`config.mk`:
```
export PLATFORM = sky130hd
export DESIGN_NAME = peri_interconnect
export DESIGN_NICKNAME = d
export VERILOG_FILES = /design/src/rtl/peri_interconnect.sv
export SDC_FILE = /design/constraint.sdc
export NUM_CORES = 1
export LEC_CHECK = 0
export BUFFER_PORTS_ARGS = -buffer_cell sky130_fd_sc_hd__clkbuf_2
export CAP_MARGIN = 20
export CORE_AREA = 2 2 162 164
export CTS_CLUSTER_DIAMETER = 60
export DETAILED_ROUTE_END_ITERATION = 10
export DIE_AREA = 0 0 164 166
export HOLD_SLACK_MARGIN = 0.06
export PLACE_DENSITY = 0.63
export RECOVER_POWER = 50
export SYNTH_ARGS = -nofsm -noshare
export SYNTH_HDL_FRONTEND = slang
export SYNTH_SLANG_ARGS = --single-unit
```
`constraint.sdc`:
```
create_clock -name clk -period 3.9 [get_ports clk]
set_clock_uncertainty 0.2 [all_clocks]
set_input_delay 0.39 -clock clk [delete_from_list [all_inputs] [get_ports clk]]
set_output_delay 0.39 -clock clk [all_outputs]
set_load 0.05 [all_outputs]
```
`src/rtl/peri_interconnect.sv`:
```
// Peripheral bus decoder: routes one CPU access to one of NUM_SLOTS slaves, with wait states, timeout and error reply.
// Latency 2 cycles minimum (+1 per wait cycle); requests seen while busy are dropped, the master waits for ready.
module peri_interconnect #(
  parameter int NUM_SLOTS = 8,
  parameter int ADDR_W    = 14,
  parameter int FUNC_W    = 8,
  parameter int DEC_MSB   = 12,
  parameter int BASE_SLOT = 1,
  parameter int TIMEOUT   = 16
) (
  input  logic                   clk,
  input  logic                   rst_n,
  input  logic [ADDR_W-1:0]      address,
  input  logic [31:0]            write_data,
  input  logic                   we,
  input  logic                   re,
  output logic [31:0]            read_data,
  output logic                   ready,
  output logic                   err,
  output logic                   busy,
  output logic                   err_flag,
  output logic [ADDR_W-1:0]      err_addr,
  input  logic                   clr_err,
  output logic [FUNC_W-1:0]      s_addr,
  output logic [31:0]            s_wdata,
  output logic [NUM_SLOTS-1:0]   s_we,
  output logic [NUM_SLOTS-1:0]   s_re,
  input  logic [32*NUM_SLOTS-1:0] s_rdata,
  input  logic [NUM_SLOTS-1:0]   s_ready
);

  localparam int FIELD_W = DEC_MSB - FUNC_W + 1;
  localparam int SLOT_W  = (NUM_SLOTS > 1) ? $clog2(NUM_SLOTS) : 1;
  localparam int CNT_W   = (TIMEOUT > 1) ? $clog2(TIMEOUT) : 1;
  localparam logic [CNT_W-1:0] CNT_LAST = CNT_W'((TIMEOUT > 0) ? TIMEOUT - 1 : 0);

  typedef enum logic [1:0] {IDLE, ISSUE, WAIT, RESP} state_t;
  state_t r_state, w_next;

  logic [FIELD_W-1:0]   w_field;
  logic                 w_req;
  logic                 w_mapped;
  logic [SLOT_W-1:0]    w_slot;
  logic [NUM_SLOTS-1:0] w_onehot;
  logic                 w_sel_ready;
  logic [31:0]          w_sel_rdata;
  logic                 w_is_write;
  logic [ADDR_W-1:0]    w_fail_addr;
  logic                 w_to_resp;
  logic                 w_resp_err;

  logic [SLOT_W-1:0]    r_slot;
  logic                 r_write;
  logic [ADDR_W-1:0]    r_addr;
  logic [CNT_W-1:0]     r_cnt;
  logic [FUNC_W-1:0]    r_s_addr;
  logic [31:0]          r_s_wdata;
  logic [NUM_SLOTS-1:0] r_s_we;
  logic [NUM_SLOTS-1:0] r_s_re;
  logic                 r_ready;
  logic                 r_err;
  logic [31:0]          r_rdata;
  logic                 r_err_flag;
  logic [ADDR_W-1:0]    r_err_addr;

  assign w_field     = address[DEC_MSB:FUNC_W];
  assign w_req       = re | we;
  assign w_mapped    = (int'(w_field) >= BASE_SLOT) && (int'(w_field) < BASE_SLOT + NUM_SLOTS);
  assign w_slot      = SLOT_W'(int'(w_field) - BASE_SLOT);
  assign w_onehot    = NUM_SLOTS'(1) << w_slot;
  assign w_sel_ready = s_ready[r_slot];
  assign w_sel_rdata = s_rdata[{r_slot, 5'd0} +: 32];
  // Unmapped accesses fail straight from IDLE, before anything is latched.
  assign w_is_write  = (r_state == IDLE) ? we : r_write;
  assign w_fail_addr = (r_state == IDLE) ? address : r_addr;

  always_comb begin
    w_next     = r_state;
    w_to_resp  = 1'b0;
    w_resp_err = 1'b0;
    case (r_state)
      IDLE: begin
        if (w_req) begin
          if (w_mapped) begin
            w_next = ISSUE;
          end else begin
            w_next     = RESP;
            w_to_resp  = 1'b1;
            w_resp_err = 1'b1;
          end
        end
      end
      ISSUE: begin
        if (w_sel_ready) begin
          w_next    = RESP;
          w_to_resp = 1'b1;
        end else begin
          w_next = WAIT;
        end
      end
      WAIT: begin
        if (w_sel_ready) begin
          w_next    = RESP;
          w_to_resp = 1'b1;
        end else if ((TIMEOUT != 0) && (r_cnt == CNT_LAST)) begin
          w_next     = RESP;
          w_to_resp  = 1'b1;
          w_resp_err = 1'b1;
        end
      end
      RESP:    w_next = IDLE;
      default: w_next = IDLE;
    endcase
  end

  always_ff @(posedge clk or negedge rst_n) begin
    if (!rst_n) begin
      r_state    <= IDLE;
      r_slot     <= '0;
      r_write    <= 1'b0;
      r_addr     <= '0;
      r_cnt      <= '0;
      r_s_addr   <= '0;
      r_s_wdata  <= '0;
      r_s_we     <= '0;
      r_s_re     <= '0;
      r_ready    <= 1'b0;
      r_err      <= 1'b0;
      r_rdata    <= '0;
      r_err_flag <= 1'b0;
      r_err_addr <= '0;
    end else begin
      r_state <= w_next;
      r_s_we  <= '0;
      r_s_re  <= '0;
      r_ready <= w_to_resp;
      r_err   <= w_resp_err;

      if ((r_state == IDLE) && w_req && w_mapped) begin
        r_slot    <= w_slot;
        r_write   <= we;
        r_addr    <= address;
        r_s_addr  <= address[FUNC_W-1:0];
        r_s_wdata <= write_data;
        if (we) r_s_we <= w_onehot;
        else    r_s_re <= w_onehot;
      end

      if (r_state == ISSUE)     r_cnt <= '0;
      else if (r_state == WAIT) r_cnt <= r_cnt + 1'b1;

      if (w_to_resp && !w_is_write) r_rdata <= w_resp_err ? 32'd0 : w_sel_rdata;

      // A new error outranks a clear arriving in the same cycle.
      if (w_to_resp && w_resp_err) begin
        r_err_flag <= 1'b1;
        r_err_addr <= w_fail_addr;
      end else if (clr_err) begin
        r_err_flag <= 1'b0;
      end
    end
  end

  assign busy      = (r_state != IDLE);
  assign read_data = r_rdata;
  assign ready     = r_ready;
  assign err       = r_err;
  assign err_flag  = r_err_flag;
  assign err_addr  = r_err_addr;
  assign s_addr    = r_s_addr;
  assign s_wdata   = r_s_wdata;
  assign s_we      = r_s_we;
  assign s_re      = r_s_re;

endmodule

```
* Word-level counts from Yosys, hierarchy flattened
Index checks and enable logic that the tools add are counted.
** Cells by class
- $add $sub $neg :: 2
- Magnitude comparators :: 3
- Equality and inequality tests :: 6
- Shift operators :: 2
- Muxes and demuxes :: 27
- Bitwise operators :: 1
- Reductions and logical operators :: 11
** Operators by type and width (number)
- indexed part select 256 x 9 -> 32 bit :: 1
- 2-to-1 mux 32 bit :: 1
- 2-to-1 mux 8 bit :: 4
- 2-to-1 mux 14 bit :: 1
- 2-to-1 mux 1 bit :: 11
- 2-to-1 mux 2 bit :: 4
- 2-to-1 mux 4 bit :: 2
- case mux 2 bit (4 select lines) :: 1
- left shift 1 x 3 -> 8 bit (first input constant) :: 1
- nonzero test 2 bit :: 3
- >= comparator 5 x 1 -> 1 bit (second input constant) :: 1
- logical AND 1 bit :: 5
- less-than comparator 5 x 4 -> 1 bit (second input constant) :: 1
- adder 4 x 1 -> 4 bit (second input constant) :: 1
- == test 2 bit (second input constant) :: 2
- == test 4 bit (second input constant) :: 1
- less-than comparator 3 x 4 -> 1 bit (second input constant) :: 1
- binary-select mux 1 bit (select 3 bit) :: 1
- != test 3 bit (second input constant) :: 1
- case mux 1 bit (3 select lines) :: 1
- subtractor 3 x 1 -> 3 bit (second input constant) :: 1
- == test 2 x 1 -> 1 bit (second input constant) :: 1
- zero test 2 bit :: 1
- != test 2 bit (second input constant) :: 1
- 4 further kinds :: 4
** Storage, ports and cells
- Bits in registers :: 129
- Logic and storage cells :: 66

* Depth between registers and ports, before layout
- Depth after elaboration :: 7
- Depth in mapped cells :: 10

* Worst setup path before layout
No wires, ideal clock.
- Path type :: input -> register
- From :: in address[9]
- To :: reg r_err_addr[10] (netlist: err_addr[10])
- Library setup time :: 0.125 ns
- Arrival time :: 2.049 ns
- Data required time :: 3.575 ns
- Setup slack :: 1.525 ns
- Stages on the path :: 8
- Buffers on the path :: 1
- Cells stage by stage :: inv_1 > ha_1 > nor2_1 > a211oi_2 > or2_2 > o22ai_4 > buf_8 > mux2_4
** Between the ends
- Longest elaborated chain between the ends :: 6
** RTL lines
- start: declaration :: line 13 : input logic [ADDR_W-1:0] address,
- >= comparator 5 x 1 -> 1 bit / less-than comparator 5 x 4 -> 1 bit (equally long branches) :: line 68 : assign w_mapped = (int'(w_field) >= BASE_SLOT) && (int'(w_field) < BASE_SLOT + NUM_SLOTS);
- logical AND 1 bit * :: line 68
- 2-to-1 mux 1 bit * :: line 84 : if (w_mapped) begin
- 2-to-1 mux 1 bit * :: line 83 : if (w_req) begin
- case mux 1 bit (3 select lines) / case mux 1 bit (2 select lines) (equally long branches) :: line 81 : case (r_state)
- logical AND 1 bit * :: line 155 : if (w_to_resp && w_resp_err) begin
- end signal: assignment :: line 157 : r_err_addr <= w_fail_addr;
- end: declaration :: line 64 : logic [ADDR_W-1:0] r_err_addr;
Mark *: on every way between the ends. The rest lies on a longest branch, timed or not.
A chain may end at the register's enable or synchronous reset.

==> results.py <==
metrics = {
    "floorplanning": {
        "die_area_um2": 27220,
        "coreArea_um2": 25620,
        "start_util_pct": 27.02,
        "num_rows": 59,
        "die_h_um": 166,
        "die_w_um": 164,
        "ios": 421,
    },
    "detailed_routing": {
        "antenna_left": 0,
        "drtIter0Drc": 392,
        "firstDrtPassIters": 4,
        "remaining_drc_errors": 0,
        "drt-total-wl_um": 26750,
        "via_count": 6461,
        "wl_per_cell_um": 19.83,
        "vias_per_cell": 4.789,
    },
    "min_path": {
        "min_from": "address[11]",
        "hold_end": "r_addr[11]$_DFFE_PN0P_",
        "min_path_type": "input port to flip-flop",
        "worstHoldPathCells": 3,
    },
    "setup_path": {
        "max_stage_delay_ns": 1.52,
        "critPathArrivalTime_ns": 2.54,
        "reg2reg_depth": 9,
        "reg2reg_to": "r_addr[1]$_DFFE_PN0P_",
        "critPathBufInv": 2,
        "cp_slowest_cell": "clkbuf_2",
        "regToRegSetupSlack_ns": 1.06,
        "cp-end-kind": "asynchronous set/reset pin",
        "critPathLaunchType": "input port",
        "cp_max_fo": 79,
        "path_cells": "dlygate4sd3_1 -> clkbuf_2",
        "r2r_start": "r_state[0]$_DFFE_PN0P_",
        "cp_data_required_time_ns": 3.48,
        "critical_path_class": "input port to asynchronous set/reset pin",
        "critPathTopFamily": "buffers and inverters",
    },
    "run_status": {
        "status": "finished, violations left",
        "violations": "capacitance limit, slew limit",
    },
    "logic_synthesis": {
        "synthArstFlopShare_pct": 100.0,
        "synth_nets": 879,
        "synth_edf_count": 0,
        "synth_area_per_cell_um2": 12.49,
        "ys.flop_type": "dfrtp_1",
        "synthDistinctLibCells": 46,
        "syn_area_um2": 6920,
        "ys_warn_count": 0,
        "synth_seq_area_share_pct": 43.75,
        "synth-seq-cells": 121,
        "synth_cells": 554,
    },
    "grt": {
        "grt_remaining_overflow": 0,
        "grt_pass1_vias": 6656,
        "grt_max_degree": 80,
        "grt_usage_pct": 19.40,
        "antenna_found_initial": 4,
        "grt_first_pass_wirelength_um": 39500,
    },
    "timing": {
        "tightest_slew_ns": 2.191,
        "min_period_ns": 2.965,
        "fmax_ghz": 0.3373,
        "setup_violations": 0,
        "period_share_pct": 76.03,
        "slew_violations": 80,
        "whs_ns": 0.07713,
        "finalWorstSetupSlack_ns": 0.9349,
        "maxSlewHeadroom_pct": -46.07,
        "rsz0062_at_grt": "false",
        "finalSetupTns_ns": 0,
        "hold_violations": 0,
    },
    "power": {
        "p_leak_nw": 4.952,
        "peakVddDrop_uv": 565.2,
        "p_per_area_nw_per_um2": 818.7,
    },
    "clocking": {
        "clock_path_buffers": 2,
        "cts_sinks": 121,
        "tritoncts": "yes",
        "root_buffer": "clkbuf_16",
        "cts_buffers": 17,
        "clock_latency_ns": 0.42,
        "clkTransAtPathRegs_ns": 0.06,
        "cts_resized": 0,
        "htree_levels": 4,
    },
    "placed_design": {
        "post-place-ws_ns": 0.9484,
        "place_congestion": 0.8208,
        "portBuffers": 420,
        "place_area_um2": 9271,
        "placed_cells": 1272,
        "hpwl_um": 20730,
    },
    "flow_run": {
        "cap_viol_max_count": 1,
    },
    "layout": {
        "area_growth_pct": 47.08,
        "fillers": 2524,
        "final_cells": 1349,
        "drive_gt1_share_pct": 47.04,
        "layout.area.seq_um2": 3037,
        "multi_input_area_um2": 3598,
        "post-route-cell-area_um2": 10180,
        "nets": 1324,
    },
}
==> state kept, by name, summed over array words and instances, names as in the netlist <==
register	cells
read_data	32
s_wdata	32
err_addr	14
r_addr	14
s_re	8
s_we	8
r_cnt	4
r_slot	3
r_state	2
err	1
err_flag	1
r_write	1
ready	1
==> layout by cell type, fill, tap and decap left out, types with 2 or more instances in the layout <==
cell / Yosys / final
nand3_1: 2 / 2
mux2_2: 20 / 20
dfrtp_1: 121 / 118
dlygate4sd3_1: 0 / 43
nor2_1: 6 / 6
clkbuf_16: 0 / 17
clkbuf_1: 20 / 96
buf_4: 10 / 10
inv_6: 0 / 4
inv_1: 9 / 9
clkbuf_2: 0 / 324
dfrtp_4: 0 / 2
ha_1: 10 / 10
nor3_1: 2 / 2
o21ai_0: 11 / 11
mux2_4: 9 / 9
diode_2: 0 / 2
clkinv_8: 0 / 4
inv_8: 0 / 5
nand2_1: 142 / 142
and2_1: 18 / 18
mux2i_1: 32 / 32
mux4_2: 66 / 66
o2bb2ai_1: 32 / 32
or2_2: 2 / 2
==> cell families (layout without fill, tap and decap cells) <==
kind of cell | Yosys count | count (layout) | synth area share (%)
XOR/XNOR | 2 | 2 | 0.2532
buffers and inverters | 56 | 514 | 4.375
multiplexers | 128 | 128 | 31.64
AND/OR/NAND/NOR | 176 | 176 | 10.63
flip-flops | 121 | 121 | 43.75
AO/OA/AOI/OAI | 61 | 61 | 7.540
adder cells (fa/ha/maj) | 10 | 10 | 1.808
other | 0 | 2 | 0
==> how the worst max path moves through the flow <==
| stage | startpoint | slack (ns) | cells past startpoint | to |
|---|---|---|---|---|
| 2_1_floorplan | address[9] | 1.53 | 8 | err_addr[10]$_DFFE_PN0P_ |
| 3_3_place_gp | address[9] | 0.99 | 8 | err_addr[2]$_DFFE_PN0P_ |
| 3_5_place_dp | address[9] | 0.95 | 8 | err_addr[0]$_DFFE_PN0P_ |
| 4_1_cts | r_state[0]$_DFFE_PN0P_ | 1.07 | 9 | r_addr[1]$_DFFE_PN0P_ |
| 5_1_grt | rst_n | 0.49 | 2 | r_slot[0]$_DFFE_PN0P_ |
| 6_report | rst_n | 0.93 | 2 | r_slot[1]$_DFFE_PN0P_ |
==> routing by layer <==
layer / vias to the layer above / track usage [%] / wire [um]
met3: 49 / 6.518 / 2473
met2: 341 / 31.86 / 12920
met1: 3159 / 23.55 / 10530
met4: 4 / 7.208 / 794
met5: - / 0 / 26
li1: 2908 / - / -
==> Yosys cell counts, types with 2 or more instances <==
| cell type | n | area [um^2] |
|---|---|---|
| nor2_1 | 6 | 22.52 |
| buf_6 | 4 | 45.04 |
| clkbuf_1 | 20 | 75.07 |
| o21ai_0 | 11 | 55.05 |
| inv_1 | 9 | 33.78 |
| dfrtp_1 | 121 | 3028 |
| mux4_2 | 66 | 1486 |
| mux2_4 | 9 | 135.1 |
| or2_2 | 2 | 12.51 |
| ha_1 | 10 | 125.1 |
| mux2_2 | 20 | 225.2 |
| mux2i_1 | 32 | 320.3 |
| and2_1 | 18 | 112.6 |
| buf_4 | 10 | 75.07 |
| o2bb2ai_1 | 32 | 280.3 |
| nand3_1 | 2 | 10.01 |
| nor3_1 | 2 | 10.01 |
| buf_2 | 11 | 55.05 |
| nand2_1 | 142 | 533.0 |
==> area by class of cell <==
type                       instances  area share, %
sequential                       121          29.83
clock buffer                      17          4.179
clock inverter                    15          1.696
timing repair buffer             473          24.44
multi-input combinational        377          35.35
tap                              335          4.118
antenna                            2        0.04917
inverter                           9         0.3319
==> through the flow <==
stage	total power [mW]	util, %
floorplan	5.748	-
global placement	6.786	36.19
detailed placement	6.836	36.19
CTS	8.527	40.21
global route	8.824	39.73
finish	8.333	39.74
==> tightest hold or removal path, stage by stage <==
cell and delay, ns:
clkbuf_2 0.14, nand2_1 0.07, nand2_1 0.04
==> where the power goes <==
part,total (mW),leakage (nW),switching (mW),internal [mW]
Clock,1.59,0.290,0.730,0.865
Sequential,2.09,1.54,0.333,1.76
Combinational,4.65,3.12,3.00,1.64
Total,8.33,4.95,4.07,4.27
==> what timing repair did <==
item,4_1_cts,5_1_grt
setup buffers,0,0
endpoints found under the hold margin,119,0
hold buffers,43,0
Power figures use the tool's default switching activity.
